==> config.mk <==
export PLATFORM = sky130hd
export DESIGN_NAME = clk_divide_multi
export DESIGN_NICKNAME = d
export VERILOG_FILES = /design/src/rtl/clk_divide_pkg.sv /design/src/rtl/clk_divide_chan.sv /design/src/rtl/clk_divide_multi.sv
export SDC_FILE = /design/constraint.sdc
export NUM_CORES = 1
export LEC_CHECK = 0
export BUFFER_PORTS_ARGS = -buffer_cell sky130_fd_sc_hd__buf_4
export CAP_MARGIN = 20
export CELL_PAD_IN_SITES_DETAIL_PLACEMENT = 0
export CELL_PAD_IN_SITES_GLOBAL_PLACEMENT = 1
export CORE_MARGIN = 2
export CORE_UTILIZATION = 49
export CTS_BUF_LIST = sky130_fd_sc_hd__clkbuf_2 sky130_fd_sc_hd__clkbuf_4 sky130_fd_sc_hd__clkbuf_8
export CTS_CLUSTER_DIAMETER = 100
export CTS_CLUSTER_SIZE = 16
export DETAILED_ROUTE_END_ITERATION = 10
export GPL_ROUTABILITY_DRIVEN = 0
export MAX_ROUTING_LAYER = met4
export PLACE_DENSITY_LB_ADDON = 0.1
export SLEW_MARGIN = 25
export SYNTH_ARGS = -nofsm -noshare
export SYNTH_HDL_FRONTEND = slang
export SYNTH_SLANG_ARGS = --single-unit
==> constraint.sdc <==
create_clock -name c -period 5.4 [get_ports c]
set_input_delay 1.08 -clock c [delete_from_list [all_inputs] [get_ports c]]
set_output_delay 1.08 -clock c [all_outputs]
set_load 0.02 [all_outputs]
==> src/rtl/clk_divide_pkg.sv <==
// Shared constants and encodings for the multi-channel clock divider.
//   DEF_WIDTH     : default counter/divisor width
//   DEF_RESET_DIV : default divisor loaded by reset (1 Hz from 50 MHz)
//   mode_e        : per-channel output mode (square wave or single pulse)
package clk_divide_pkg;

   localparam int unsigned DEF_WIDTH     = 26;
   localparam int unsigned DEF_RESET_DIV = 49_999_999;

   typedef enum logic {
      MODE_SQUARE = 1'b0,
      MODE_PULSE  = 1'b1
   } mode_e;

endpackage

==> src/rtl/clk_divide_chan.sv <==
// One divider channel: counts 0..div_cur while enabled and raises a one-cycle
// tick at the terminal count. In square mode o toggles on each terminal, in
// pulse mode o mirrors the terminal strobe. Written divisors wait in div_pend
// and are applied only at a terminal edge (or at the next edge while disabled).
// Ports:
//   c, reset     : clock, synchronous active-high reset
//   en, mode     : run enable, output mode (0 square, 1 pulse)
//   wr, din      : divisor write strobe and value
//   o, tick      : registered divided output and terminal strobe
//   pending      : a written divisor is awaiting application
//   count        : live counter value
module clk_divide_chan
   import clk_divide_pkg::*;
#(
   parameter int unsigned WIDTH     = DEF_WIDTH,
   parameter int unsigned RESET_DIV = DEF_RESET_DIV
) (
   input  logic             c,
   input  logic             reset,
   input  logic             en,
   input  logic             mode,
   input  logic             wr,
   input  logic [WIDTH-1:0] din,
   output logic             o,
   output logic             tick,
   output logic             pending,
   output logic [WIDTH-1:0] count
);

   logic [WIDTH-1:0] cnt;
   logic [WIDTH-1:0] div_cur;
   logic [WIDTH-1:0] div_pend;
   logic             pend;
   logic             term;
   mode_e            mode_q;

   assign mode_q  = mode_e'(mode);
   assign term    = (cnt == div_cur);
   assign pending = pend;
   assign count   = cnt;

   always_ff @(posedge c) begin
      if (reset) begin
         cnt      <= '0;
         div_cur  <= WIDTH'(RESET_DIV);
         div_pend <= WIDTH'(RESET_DIV);
         pend     <= 1'b0;
         o        <= 1'b0;
         tick     <= 1'b0;
      end else begin
         if (en) begin
            if (term) begin
               cnt  <= '0;
               tick <= 1'b1;
               o    <= (mode_q == MODE_PULSE) ? 1'b1 : ~o;
               if (pend) begin
                  div_cur <= div_pend;
                  pend    <= 1'b0;
               end
            end else begin
               cnt  <= cnt + WIDTH'(1);
               tick <= 1'b0;
               // square mode holds its level between terminals
               if (mode_q == MODE_PULSE)
                  o <= 1'b0;
            end
         end else begin
            // idle channel: output frozen, pending divisor taken immediately
            tick <= 1'b0;
            if (pend) begin
               div_cur <= div_pend;
               pend    <= 1'b0;
               cnt     <= '0;
            end
         end
         // a write on the applying edge reads the old div_pend above and
         // leaves the new value pending
         if (wr) begin
            div_pend <= din;
            pend     <= 1'b1;
         end
      end
   end

endmodule

==> src/rtl/clk_divide_multi.sv <==
// Multi-channel clock-enable divider. Decodes the shared divisor write port
// into per-channel strobes and packs the channel counters. CHANNELS must be
// at least 2; writes with div_sel >= CHANNELS match no channel and are dropped.
// Ports:
//   c, reset        : clock, synchronous active-high reset
//   en, mode        : per-channel enable and mode (0 square, 1 pulse)
//   div_wr, div_sel : divisor write strobe and target channel
//   div_in          : divisor value
//   o, tick         : per-channel divided output and terminal strobe
//   pending         : per-channel divisor-waiting flag
//   count           : packed counters, channel k at [k*WIDTH +: WIDTH]
module clk_divide_multi
   import clk_divide_pkg::*;
#(
   parameter int unsigned WIDTH     = DEF_WIDTH,
   parameter int unsigned CHANNELS  = 2,
   parameter int unsigned RESET_DIV = DEF_RESET_DIV
) (
   input  logic                        c,
   input  logic                        reset,
   input  logic [CHANNELS-1:0]         en,
   input  logic [CHANNELS-1:0]         mode,
   input  logic                        div_wr,
   input  logic [$clog2(CHANNELS)-1:0] div_sel,
   input  logic [WIDTH-1:0]            div_in,
   output logic [CHANNELS-1:0]         o,
   output logic [CHANNELS-1:0]         tick,
   output logic [CHANNELS-1:0]         pending,
   output logic [CHANNELS*WIDTH-1:0]   count
);

   localparam int unsigned SELW = $clog2(CHANNELS);

   logic [CHANNELS-1:0] wr;

   always_comb begin
      wr = '0;
      for (int unsigned k = 0; k < CHANNELS; k++) begin
         if (div_wr && (div_sel == SELW'(k)))
            wr[k] = 1'b1;
      end
   end

   for (genvar k = 0; k < CHANNELS; k++) begin : g_chan
      clk_divide_chan #(
         .WIDTH     (WIDTH),
         .RESET_DIV (RESET_DIV)
      ) u_chan (
         .c       (c),
         .reset   (reset),
         .en      (en[k]),
         .mode    (mode[k]),
         .wr      (wr[k]),
         .din     (div_in),
         .o       (o[k]),
         .tick    (tick[k]),
         .pending (pending[k]),
         .count   (count[k*WIDTH +: WIDTH])
      );
   end

endmodule

-- After elaboration in Yosys (flattened, before gate mapping)
Index checks and enable logic that the tools add are counted.
- mux-type cells: 28
- eq/ne operators: 6
- bitwise logic cells: 5
- reductions and logical operators: 10
- $add $sub $neg: 2
- operators with widths (operator ; number):
    26-bit two-way mux ; 12
    26-bit by 1-bit adder with 26-bit output, second input constant ; 2
    26-bit equality test ; 2
    1-bit two-way mux ; 16
    2-bit nonzero test ; 4
    3-bit by 1-bit inequality test with 1-bit output, second input constant ; 2
    1-bit inverter ; 5
    2-bit by 1-bit inequality test with 1-bit output, second input constant ; 2
    2-bit AND reduction ; 2
    2-bit OR reduction ; 2
    1-bit logical AND ; 2
- bits of input ports: 34
- logic and storage cells: 63
- output and inout port bits: 58
- register bits: 162

-- Logic depth before layout (Yosys ltp)
- depth after elaboration: 4
- depth in mapped cells: 9
- depth with buffers taken out: 7

-- Hierarchy
A second synthesis with hierarchy kept.
- cells, all modules: 844
- area, all modules: 7365.8 µm²
- by module, submodules not included (module ; area each (µm²) ; instances ; seq. area each (µm²) ; cells each):
    clk_divide_chan ; 3674.8 ; 2 ; 1621.6 ; 421
    clk_divide_multi ; 16.3 ; 1 ; 0.0 ; 2

-- Worst setup path after synthesis
No wires, ideal clock.
- kind: input-to-reg
- from: input en[0]
- to: register g_chan[0].u_chan.div_cur[12]
- setup slack: 3.058 ns
- library setup time: 0.120 ns
- cell stages on the path: 6
- buffers on the path: 3
- arrival time: 2.223 ns
- data required time: 5.280 ns
- path through: clkbuf_1 -> inv_1 -> a22o_4 -> buf_4 -> buf_2 -> a211o_1
- longest elaborated chain between the ends: 1
- elaborated cells between the ends (all ways): 2
- classes of those cells: eq/ne: 1; mux: 1
- ends and longest elaborated chain (what ; RTL line ; source):
    from (decl) ; clk_divide_multi.sv:21 ; input logic [CHANNELS-1:0] en,
    2-bit by 1-bit inequality test with 1-bit output (no line) / 26-bit two-way mux (equally long branches) ; - ;
    to (signal assigned) ; clk_divide_chan.sv:45 ; div_cur <= WIDTH'(RESET_DIV);
    to (signal assigned) ; clk_divide_chan.sv:57 ; div_cur <= div_pend;
    to (signal assigned) ; clk_divide_chan.sv:71 ; div_cur <= div_pend;
    to (decl) ; clk_divide_chan.sv:31 ; logic [WIDTH-1:0] div_cur;
Parallel ways exist; a longest one is shown, timed or not.
A chain may end at the register's enable or synchronous reset.

-- Worst setup path in the final report
- from: register g_chan[0].u_chan.cnt[1]
- to: register g_chan[0].u_chan.cnt[20]
- longest elaborated chain between the ends: 3
- elaborated cells between the ends (all ways): 4
- classes of those cells: add/sub: 1; eq/ne: 1; mux: 2
- ends and longest elaborated chain (what ; RTL line ; source):
    from (decl) ; clk_divide_chan.sv:30 ; logic [WIDTH-1:0] cnt;
    from (signal assigned) ; clk_divide_chan.sv:61 ; cnt <= cnt + WIDTH'(1);
    26-bit by 1-bit adder with 26-bit output / 26-bit equality test (equally long branches) ; clk_divide_chan.sv:61, clk_divide_chan.sv:38 ;
    26-bit two-way mux * ; clk_divide_chan.sv:52 ; if (term) begin
    26-bit two-way mux * ; clk_divide_chan.sv:51 ; if (en) begin
Every way passes the cells marked *; elsewhere a longest branch is shown, timed or not.

==> flow_summary.ini <==
[placed_design]
hpwl_um = 12600
preCtsSetupSlack_ps = 2730
numPortBuffers = 91

[cts]
cts_tree = done
cts_hold_buf = 0
cts_setup_buffers = 0
cts_max_path_buffers = 2
clk_pin_slew_ps = 80
h-tree-depth = 4
cts_root_buf = clkbuf_8
cts.sinks = 162
cts_resized = 0
cts_buffers = 17
clock_latency_ps = 460

[yosys]
yosys_most_used_dff = dfxtp_1
synth_compound_area_frac = 0.125
synthXorXnorAreaFrac = 0.0652
ys_top_cells_by_area = dfxtp_1 44%, nand2_1 7.2%, xor2_1 4.7%, a211o_1 4.5%, mux2i_1 4.5%
syn_nets = 880
yosys.area.top_type = dfxtp_1
yosysTopAreaCellShare = 0.439
synth.area.mux_share = 0.0462
seq_area_frac_synth = 0.439
synth-edff-count = 0
avgSynthCellArea_um2 = 8.76
yosys.area_share.simple = 0.268
synth_top_family_by_area = simple AND/OR/NAND/NOR gates
synthArstFlopShare = 0
synth.cell_area_um2 = 7390
yosys_warnings = 0
synthCells = 844
synth_cell_types = 57
yosys.area_share.adder = 0.00338
ys_ff_latch = 162

[detailed_routing]
drtPass1Iterations = 4
ant_nets = 0
wl_per_cell_um = 16.2
drt_iter0_drc = 451
routed_wl_um = 17700
vias_per_cell = 5.60
drc = 0
num_vias = 6127

[floorplanning]
row_count = 44
dieArea_um2 = 16100
die_y_um = 127
die_width_um = 127
io_pins = 92
start_util = 0.505
core-area_um2 = 14600

[timing]
tightest_slew_ps = 933
fmaxAchievable_mhz = 394
period_needed_ps = 2540
setup_violations = 0
finalCritPeriodShare = 0.470
hold_viol = 0
clock_skew_ps = 13.5
slew-limit-headroom = 0.373
rsz0062_at_grt = false
maxSlewViolCount = 0
setup_tns_ps = 0
fin_ws_ps = 2860

[final_layout]
nets = 934
fillers = 1352
seqCellArea_um2 = 3240
diodes = 0
multi_input_area_um2 = 3770
area_growth_pct = 14.4
drive_gt1_frac = 0.166

[power_and_ir_drop]
p_int_mw = 1.80
sw_frac_of_total = 0.241
power_leakage_nw = 3.30
ir_drop_v = 0.000227
power_frac_seq = 0.534
p_clk_frac = 0.389
share_comb_of_total_power = 0.078
powerDensity_nw_per_um2 = 280
p_sw_mw = 0.570

[global_route]
grt_start_max_net_pins = 74
globalRouteTotalUtil = 0.231
grt_pass1_wl_um = 29000
grt_overflow = 0
grt_pass1_vias = 5679
antenna_found_initial = 0

[critical_path]
end_kind = flip-flop
critPathKind = reg -> reg
required_ps = 5750
cp.arrival_ps = 2890
crit_path_start_kind = flip-flop
cp_max_fo = 9

[hold_path]
hold_path_class = reg -> reg

[flow_run]
max_cap_viol_count = 0

[outcome]
outcome = complete, no violations
-- final cells by class --
cell class | count | area share
Clock buffer | 23 | 0.0374
Clock inverter | 8 | 0.0117
Inverter | 18 | 0.00799
Multi-Input combinational cell | 602 | 0.446
Sequential cell | 162 | 0.383
Tap cell | 184 | 0.0272
Timing Repair Buffer | 97 | 0.0861
-- metrics by stage --
| step | cells | cell area [um^2] | utilization | hold slack [ps] | power, mW |
|---|---|---|---|---|---|
| after CTS | 1094 | 8450 | 0.577 | 464 | 2.38 |
| after global routing | 1094 | 8460 | 0.578 | 482 | 2.47 |
| final | 1094 | 8460 | 0.578 | 464 | 2.36 |
| after global placement | 1063 | 8040 | 0.549 | 447 | 1.47 |
| after floorplan | 844 | 7390 | - | 435 | 1.41 |
| after detailed placement | 1063 | 8040 | 0.549 | 453 | 1.47 |
-- cells in the final DEF, fill, tap and decap left out, types with 17 or more instances in the layout --
master / n
a211o_1: 38
clkbuf_8: 23
xor2_1: 40
mux2i_1: 33
nand3b_1: 37
nand2_1: 142
buf_4: 97
o21ai_0: 17
nand3_1: 42
a21oi_1: 43
nor2_1: 34
dfxtp_1: 162
nor2b_1: 38
inv_1: 18
-- metal layers --
layer	GRT usage	wire [um]	vias to the layer above
met4	0.0666	184	0
met2	0.322	7740	142
met1	0.336	8950	2942
met5	-	0	-
li1	-	-	3028
met3	0.0498	868	15
-- power groups by stage --
stage               registers [mW]  clock network (mW)  logic (mW)
floorplan                     1.28                   0       0.130
global placement              1.29                   0       0.178
detailed placement            1.29                   0       0.181
CTS                           1.26               0.937       0.183
global route                  1.27               0.995       0.207
finish                        1.26               0.919       0.184
-- critical path: stages, from the launching register on --
cell and delay (ps):
dfxtp_1 460, ha_1 250, nand3_1 150, or2_1 340, nor4_2 850, nand2_1 110, a21oi_1 200, mux2i_1 90
-- synth_stat cells, types with 4 or more instances --
cell type	instances
a211o_1	38
a21o_1	6
a21oi_1	43
a22o_1	7
a31oi_1	4
and3_1	8
buf_2	12
buf_4	9
clkbuf_1	33
dfxtp_1	162
inv_1	18
mux2i_1	33
nand2_1	142
nand3_1	42
nand3b_1	37
nand4_1	15
nor2_1	34
nor2b_1	39
nor3_1	8
nor3b_1	6
nor4_1	10
o21ai_0	17
o311ai_0	4
or3_1	12
xnor2_1	15
xor2_1	40
-- flip-flops by register name, indices dropped and copies added, names as in the netlist --
signal / cells
g_chan.u_chan.count: 52
g_chan.u_chan.div_cur: 52
g_chan.u_chan.div_pend: 52
g_chan.u_chan.o: 2
g_chan.u_chan.pending: 2
g_chan.u_chan.tick: 2
-- worst paths after layout --
check,slack (ps),from,depth (start not counted),to
worst max register to register,2860,g_chan[0].u_chan.count[1],7,g_chan[0].u_chan.count[20]
worst max-delay path,2860,g_chan[0].u_chan.count[1],7,g_chan[0].u_chan.count[20]
worst min register to register,460,g_chan[1].u_chan.div_pend[11],2,g_chan[1].u_chan.div_pend[11]
worst min-delay path,460,g_chan[1].u_chan.div_pend[11],2,g_chan[1].u_chan.div_pend[11]
-- cell families after synthesis --
logic type | count (synthesis)
and+or+nand+nor | 377
DFF | 162
AOI/OAI and AO/OA | 134
buffers and inverters | 80
xor gates and xnor gates | 55
muxes | 34
adders and majority gates | 2
Note: power is estimated with default switching activity, not from simulation.
